File: config.mk
export PLATFORM = sky130hd
export DESIGN_NAME = mdu_iter
export DESIGN_NICKNAME = d
export VERILOG_FILES = /design/src/rtl/mdu_iter.sv
export SDC_FILE = /design/constraint.sdc
export NUM_CORES = 1
export LEC_CHECK = 0
export CAP_MARGIN = 20
export CORE_MARGIN = 4
export CORE_UTILIZATION = 47
export CTS_CLUSTER_SIZE = 30
export DETAILED_ROUTE_END_ITERATION = 10
export PLACE_DENSITY = 0.65
export SLEW_MARGIN = 20
export SYNTH_ARGS = -nofsm -noshare
export SYNTH_HDL_FRONTEND = slang
export SYNTH_SLANG_ARGS = --single-unit
File: constraint.sdc
create_clock -name clk -period 6.3 [get_ports clk]
set_input_delay 1.26 -clock clk [delete_from_list [all_inputs] [get_ports clk]]
set_output_delay 1.26 -clock clk [all_outputs]
set_load 0.03 [all_outputs]
File: src/rtl/mdu_iter.sv
// Iterative RV32M multiply/divide unit feeding the register file write port.
// Shift-add multiply and restoring divide on operand magnitudes, one step per cycle.
module mdu_iter #(
    parameter int WIDTH      = 32,
    parameter int ADDR_WIDTH = 5
) (
    input  logic                  clk,
    input  logic                  rst,
    input  logic                  in_valid,
    output logic                  in_ready,
    input  logic [2:0]            op,
    input  logic [WIDTH-1:0]      rs1_val,
    input  logic [WIDTH-1:0]      rs2_val,
    input  logic [ADDR_WIDTH-1:0] rd,
    input  logic                  kill,
    output logic                  busy,
    output logic                  wb_we,
    output logic [ADDR_WIDTH-1:0] wb_addr,
    output logic [WIDTH-1:0]      wb_data
);

    localparam int CW = $clog2(WIDTH);
    localparam logic [CW-1:0] CNT_LAST = CW'(WIDTH - 1);

    typedef enum logic [1:0] {
        S_IDLE = 2'd0,
        S_CALC = 2'd1,
        S_DONE = 2'd2
    } state_t;

    state_t                 r_state;
    logic [CW-1:0]          r_cnt;
    logic [2:0]             r_op;
    logic [ADDR_WIDTH-1:0]  r_rd;
    logic [2*WIDTH-1:0]     r_acc;
    logic [WIDTH-1:0]       r_opnd;
    logic                   r_neg_q;
    logic                   r_neg_r;
    logic                   r_we;
    logic [WIDTH-1:0]       r_wb_data;

    logic                   w_accept;
    logic                   w_a_signed;
    logic                   w_b_signed;
    logic                   w_a_neg;
    logic                   w_b_neg;
    logic [WIDTH-1:0]       w_a_mag;
    logic [WIDTH-1:0]       w_b_mag;
    logic                   w_div_zero;
    logic                   w_ovf;
    logic [WIDTH-1:0]       w_fast_data;
    logic [WIDTH:0]         w_mul_sum;
    logic [2*WIDTH-1:0]     w_mul_next;
    logic [WIDTH:0]         w_div_shift;
    logic [WIDTH:0]         w_div_diff;
    logic [2*WIDTH-1:0]     w_div_next;
    logic [2*WIDTH-1:0]     w_prod;
    logic [WIDTH-1:0]       w_quo;
    logic [WIDTH-1:0]       w_rem;
    logic [WIDTH-1:0]       w_final;

    assign in_ready = (r_state == S_IDLE) && !rst;
    assign busy     = (r_state != S_IDLE);
    assign w_accept = in_valid && in_ready && !kill;
    assign wb_we    = r_we && !kill;
    assign wb_addr  = r_rd;
    assign wb_data  = r_wb_data;

    // Operand signedness, magnitudes and fast-path detection at accept.
    always_comb begin
        w_a_signed = 1'b0;
        w_b_signed = 1'b0;
        case (op)
            3'd1:    begin w_a_signed = 1'b1; w_b_signed = 1'b1; end
            3'd2:    begin w_a_signed = 1'b1; w_b_signed = 1'b0; end
            3'd4:    begin w_a_signed = 1'b1; w_b_signed = 1'b1; end
            3'd6:    begin w_a_signed = 1'b1; w_b_signed = 1'b1; end
            default: begin w_a_signed = 1'b0; w_b_signed = 1'b0; end
        endcase
        w_a_neg    = w_a_signed && rs1_val[WIDTH-1];
        w_b_neg    = w_b_signed && rs2_val[WIDTH-1];
        w_a_mag    = w_a_neg ? (~rs1_val + {{(WIDTH-1){1'b0}}, 1'b1}) : rs1_val;
        w_b_mag    = w_b_neg ? (~rs2_val + {{(WIDTH-1){1'b0}}, 1'b1}) : rs2_val;
        w_div_zero = op[2] && (rs2_val == {WIDTH{1'b0}});
        w_ovf      = ((op == 3'd4) || (op == 3'd6))
                     && (rs1_val == {1'b1, {(WIDTH-1){1'b0}}})
                     && (rs2_val == {WIDTH{1'b1}});
        if (w_div_zero) begin
            w_fast_data = op[1] ? rs1_val : {WIDTH{1'b1}};
        end else if (w_ovf) begin
            w_fast_data = op[1] ? {WIDTH{1'b0}} : rs1_val;
        end else begin
            w_fast_data = {WIDTH{1'b0}};
        end
    end

    // One multiply or divide step plus sign fix-up of the final result.
    always_comb begin
        // Multiply: high half accumulates, low half shifts out the multiplier.
        w_mul_sum   = {1'b0, r_acc[2*WIDTH-1:WIDTH]}
                      + (r_acc[0] ? {1'b0, r_opnd} : {(WIDTH+1){1'b0}});
        w_mul_next  = {w_mul_sum, r_acc[WIDTH-1:1]};
        // Divide: high half is the partial remainder, low half dividend/quotient.
        w_div_shift = {r_acc[2*WIDTH-1:WIDTH], r_acc[WIDTH-1]};
        w_div_diff  = w_div_shift - {1'b0, r_opnd};
        if (!w_div_diff[WIDTH]) begin
            w_div_next = {w_div_diff[WIDTH-1:0], r_acc[WIDTH-2:0], 1'b1};
        end else begin
            w_div_next = {w_div_shift[WIDTH-1:0], r_acc[WIDTH-2:0], 1'b0};
        end
        w_prod = r_neg_q ? (~w_mul_next + {{(2*WIDTH-1){1'b0}}, 1'b1}) : w_mul_next;
        w_quo  = r_neg_q ? (~w_div_next[WIDTH-1:0] + {{(WIDTH-1){1'b0}}, 1'b1})
                         : w_div_next[WIDTH-1:0];
        w_rem  = r_neg_r ? (~w_div_next[2*WIDTH-1:WIDTH] + {{(WIDTH-1){1'b0}}, 1'b1})
                         : w_div_next[2*WIDTH-1:WIDTH];
        if (r_op[2]) begin
            w_final = r_op[1] ? w_rem : w_quo;
        end else if (r_op == 3'd0) begin
            w_final = w_prod[WIDTH-1:0];
        end else begin
            w_final = w_prod[2*WIDTH-1:WIDTH];
        end
    end

    // Control FSM with operand, accumulator and write-back registers.
    always_ff @(posedge clk) begin
        if (rst) begin
            r_state   <= S_IDLE;
            r_cnt     <= {CW{1'b0}};
            r_op      <= 3'd0;
            r_rd      <= {ADDR_WIDTH{1'b0}};
            r_acc     <= {(2*WIDTH){1'b0}};
            r_opnd    <= {WIDTH{1'b0}};
            r_neg_q   <= 1'b0;
            r_neg_r   <= 1'b0;
            r_we      <= 1'b0;
            r_wb_data <= {WIDTH{1'b0}};
        end else begin
            case (r_state)
                S_IDLE: begin
                    r_we <= 1'b0;
                    if (w_accept) begin
                        r_op    <= op;
                        r_rd    <= rd;
                        r_cnt   <= {CW{1'b0}};
                        r_neg_q <= w_a_neg ^ w_b_neg;
                        r_neg_r <= w_a_neg;
                        if (w_div_zero || w_ovf) begin
                            r_wb_data <= w_fast_data;
                            r_we      <= (rd != {ADDR_WIDTH{1'b0}});
                            r_state   <= S_DONE;
                        end else if (op[2]) begin
                            r_acc   <= {{WIDTH{1'b0}}, w_a_mag};
                            r_opnd  <= w_b_mag;
                            r_state <= S_CALC;
                        end else begin
                            r_acc   <= {{WIDTH{1'b0}}, w_b_mag};
                            r_opnd  <= w_a_mag;
                            r_state <= S_CALC;
                        end
                    end
                end
                S_CALC: begin
                    if (kill) begin
                        r_we    <= 1'b0;
                        r_state <= S_IDLE;
                    end else begin
                        r_acc <= r_op[2] ? w_div_next : w_mul_next;
                        r_cnt <= r_cnt + {{(CW-1){1'b0}}, 1'b1};
                        if (r_cnt == CNT_LAST) begin
                            r_wb_data <= w_final;
                            r_we      <= (r_rd != {ADDR_WIDTH{1'b0}});
                            r_state   <= S_DONE;
                        end
                    end
                end
                S_DONE: begin
                    r_we    <= 1'b0;
                    r_state <= S_IDLE;
                end
                default: begin
                    r_we    <= 1'b0;
                    r_state <= S_IDLE;
                end
            endcase
        end
    end

endmodule

==> run metrics <==
status finished, final reports clean; DIE HEIGHT roughly 200 µm; Nets between 2000 and 3000; clk sinks roughly 150; final WL 72.8 mm; top-area cell type share of the netlist area 0.170; syn_nets 2626; Hold Buf Count CTS 0; I/O pins 116; initial antenna violation count 1; setup bufs post-CTS 0; RSZ-0062 raised after global routing no; DP Cell Count around 2900; #FFs+latches synth 146; Global Route Usage Sum 0.357; maximum VDD drop between 0.00015 and 0.0002 V; CP max stage delay 0.94 ns; Post-DRT Antenna Nets 0; post-CTS sizing 0; PortBufs 115; async set-reset flop share out of synthesis 0; synth unique cells roughly 90; vias roughly 19000; internal reg-to-reg setup slack 0.65 ns; min-delay worst type reg2reg; post-route insts no fill roughly 2900; Min Clock Period, post-route 5.65 ns; WP buf/inv 3; layout cell share with drive strength beyond 1 0.0543; Seq/Total Area, Yosys 0.170; H-tree Lvls 4; first-pass GRT wire length between 100 and 150 mm; Pleak ~0.007 µW; CP Class reg2reg; die footprint between 30000 and 40000 µm²; Setup Viol. Count Final 0; Starting Density 0.479; Die Wd roughly 200 µm; Post-route DRC 0; hold path endpoint r_opnd[26]$_SDFFE_PP0P_; crit-path leading delay family simple AND/OR/NAND/NOR gates; worst skew pair latency between 0.4 and 0.5 ns; Num CTS Buffers 17; drt initial violations 2226; Setup Skew around 0.013 ns; CP arrival 6.02 ns; gr ovfl total 0; Hold Crit Start r_opnd[26]$_SDFFE_PP0P_; row cnt 69; Yosys top cell by area dfxtp_1; clock buffer depth 2; Worst-path clk slew roughly 0.07 ns; max-slew violation count 0; Ys Warns 0; CP Launch Type flop; max_slew headroom 0.264; worst hold path depth 2; diode count 0; worst slew pin tran between 1 and 1.5 ns; critical path, cell by cell inv_1, buf_4, nor2_1, ha_1, nand2_1, nor4_1, o31ai_1, a311oi_1, buf_4, nand2_1, or4_1, or3b_1, o41ai_2, xor2_1, a21oi_1, o31ai_1; Reg2Reg Launch Point r_acc[0]$_SDFFE_PP0P_; FF-to-FF End wb_data[31]$_SDFFE_PP0P_; Core Area 35800 µm²; period utilisation layout 0.897; Post-Syn Area per Cell slightly below 7 µm²; Crit-path slowest cell nor4_1; clock root buffer master clkbuf_16; vias per cell around 6.6; fmax 177 MHz; Final HPWL DP about 57 mm; Area Growth Syn to Fin 11.4%; routability congestion estimate around 0.94; worst r2r path cells 16; required time of the critical path between 6 and 7 ns; CTS tree built; worst hold margin 0.454 ns; Setup crit end kind flop; Power Dens Cells ~180 nW/µm²; EDFF count, synth 0; number of global-route vias before repair around 18000; Max Cap Viol 0; Post-Synthesis Cells 2476; Synth area leaders dfxtp_1 (17%), mux2i_1 (6.7%), nor2_1 (6.7%), nand2_1 (5.7%), o21ai_0 (5.3%); largest net degree at the start of global routing just over 80; cell area after synthesis 17200 µm²; Routed WL per cell roughly 25 µm; Final Hold Viols 0; top_reg_cell synth dfxtp_1; setup tns final 0 ns; Core Util, Final 0.534; Crit Path Max Fanout 22; Detailed Routing Iterations Pass 1 8
[per-layer routing]
metal  track usage  vias up  share of wire
met1         0.494     9278           0.43
met2         0.561      980           0.44
li1              -     9089              -
met5             0        -        0.00023
met4         0.104        2          0.029
met3        0.0757      136          0.098
[power breakdown]
group	total (µW)	internal [µW]	switching (µW)
Combinational	1310	473	839
Clock	1060	567	489
Sequential	1010	950	59.8
[layout by cell type (no fill, tap or decap), types with 47 or more instances in the layout]
cell type | synthesis | layout
xor2_1 | 93 | 93
ha_1 | 72 | 72
dfxtp_1 | 146 | 144
buf_4 | 1 | 47
o211ai_1 | 55 | 55
xnor2_1 | 90 | 90
a21oi_1 | 171 | 170
nor2_1 | 305 | 301
inv_1 | 69 | 69
clkdlybuf4s50_1 | 0 | 113
a211oi_1 | 56 | 56
o21ai_0 | 181 | 181
mux2i_1 | 115 | 115
nor3_1 | 81 | 81
nand2_1 | 259 | 259
[registers in the layout, summed over array words and instances (netlist names)]
name / flops
wb_data: 32
r_state: 2
wb_addr: 5
r_neg_q: 1
r_neg_r: 1
r_we: 1
r_cnt: 5
r_acc: 64
r_op: 3
r_opnd: 32
[Yosys cell counts, types with 11 or more instances]
master	number
nand4_1	23
inv_1	69
a221o_1	11
nor3_1	81
dfxtp_1	146
a31oi_1	38
a211oi_1	56
a311oi_1	25
or4_1	23
o21a_1	13
nand2b_1	15
o41ai_1	13
nor2b_1	13
nand2_1	259
and3_1	19
xor2_1	93
nor4_1	31
clkbuf_1	155
ha_1	72
or3_1	31
o21ai_0	181
o31ai_1	36
or2_2	14
and2_1	23
buf_1	15
nand3_1	43
a21oi_1	171
xnor2_1	90
a22oi_1	27
mux2i_1	115
a21o_1	30
nor2_1	305
nand3b_1	17
o211ai_1	55
[cell families after synthesis]
logic type	after synthesis	share of synthesized area
AO/OA/AOI/OAI	762	0.292
XOR/XNOR	184	0.0943
adder cells (fa/ha/maj)	74	0.0548
buffers and inverters	256	0.0588
flip-flops	146	0.170
multiplexers	120	0.0704
AND/OR/NAND/NOR	934	0.259
[worst max path at each step]
stage	startpoint	endpoint	slack [ns]	cells after the start
after detailed placement	rs1_val[14]	wb_data[7]$_SDFFE_PP0P_	0.49	14
after global placement	rs1_val[14]	wb_data[7]$_SDFFE_PP0P_	0.63	14
after floorplan	r_acc[31]$_SDFFE_PP0P_	wb_data[26]$_SDFFE_PP0P_	0.85	25
final	r_acc[0]$_SDFFE_PP0P_	wb_data[31]$_SDFFE_PP0P_	0.65	16
after CTS	r_acc[31]$_SDFFE_PP0P_	wb_data[26]$_SDFFE_PP0P_	0.73	21
after global routing	r_acc[31]$_SDFFE_PP0P_	wb_data[26]$_SDFFE_PP0P_	0.22	21
[through the flow]
stage / total power [µW] / area (µm²) / setup WS [ns]
5_1_grt: 3510 / 19100 / 0.219
6_report: 3380 / 19100 / 0.646
4_1_cts: 3340 / 19100 / 0.729
3_3_place_gp: 2290 / 18500 / 0.633
2_1_floorplan: 1880 / 17200 / 0.852
3_5_place_dp: 2300 / 18500 / 0.489
[final cells by class]
type	count	area, µm²
tap	461	577
sequential	146	2930
multi-input combinational	2074	13300
timing repair buffer	162	1510
fill	3586	16700
clock buffer	18	439
inverter	70	263
clock inverter	14	141
[worst register-to-register path: stages (launching register included)]
cell	delay, ns
dfxtp_1	0.35
inv_1	0.40
buf_4	0.38
nor2_1	0.08
ha_1	0.42
nand2_1	0.10
nor4_1	0.94
o31ai_1	0.13
a311oi_1	0.49
buf_4	0.23
nand2_1	0.09
or4_1	0.69
or3b_1	0.46
o41ai_2	0.24
xor2_1	0.21
a21oi_1	0.09
o31ai_1	0.27
Note: power is estimated with default switching activity, not from simulation.
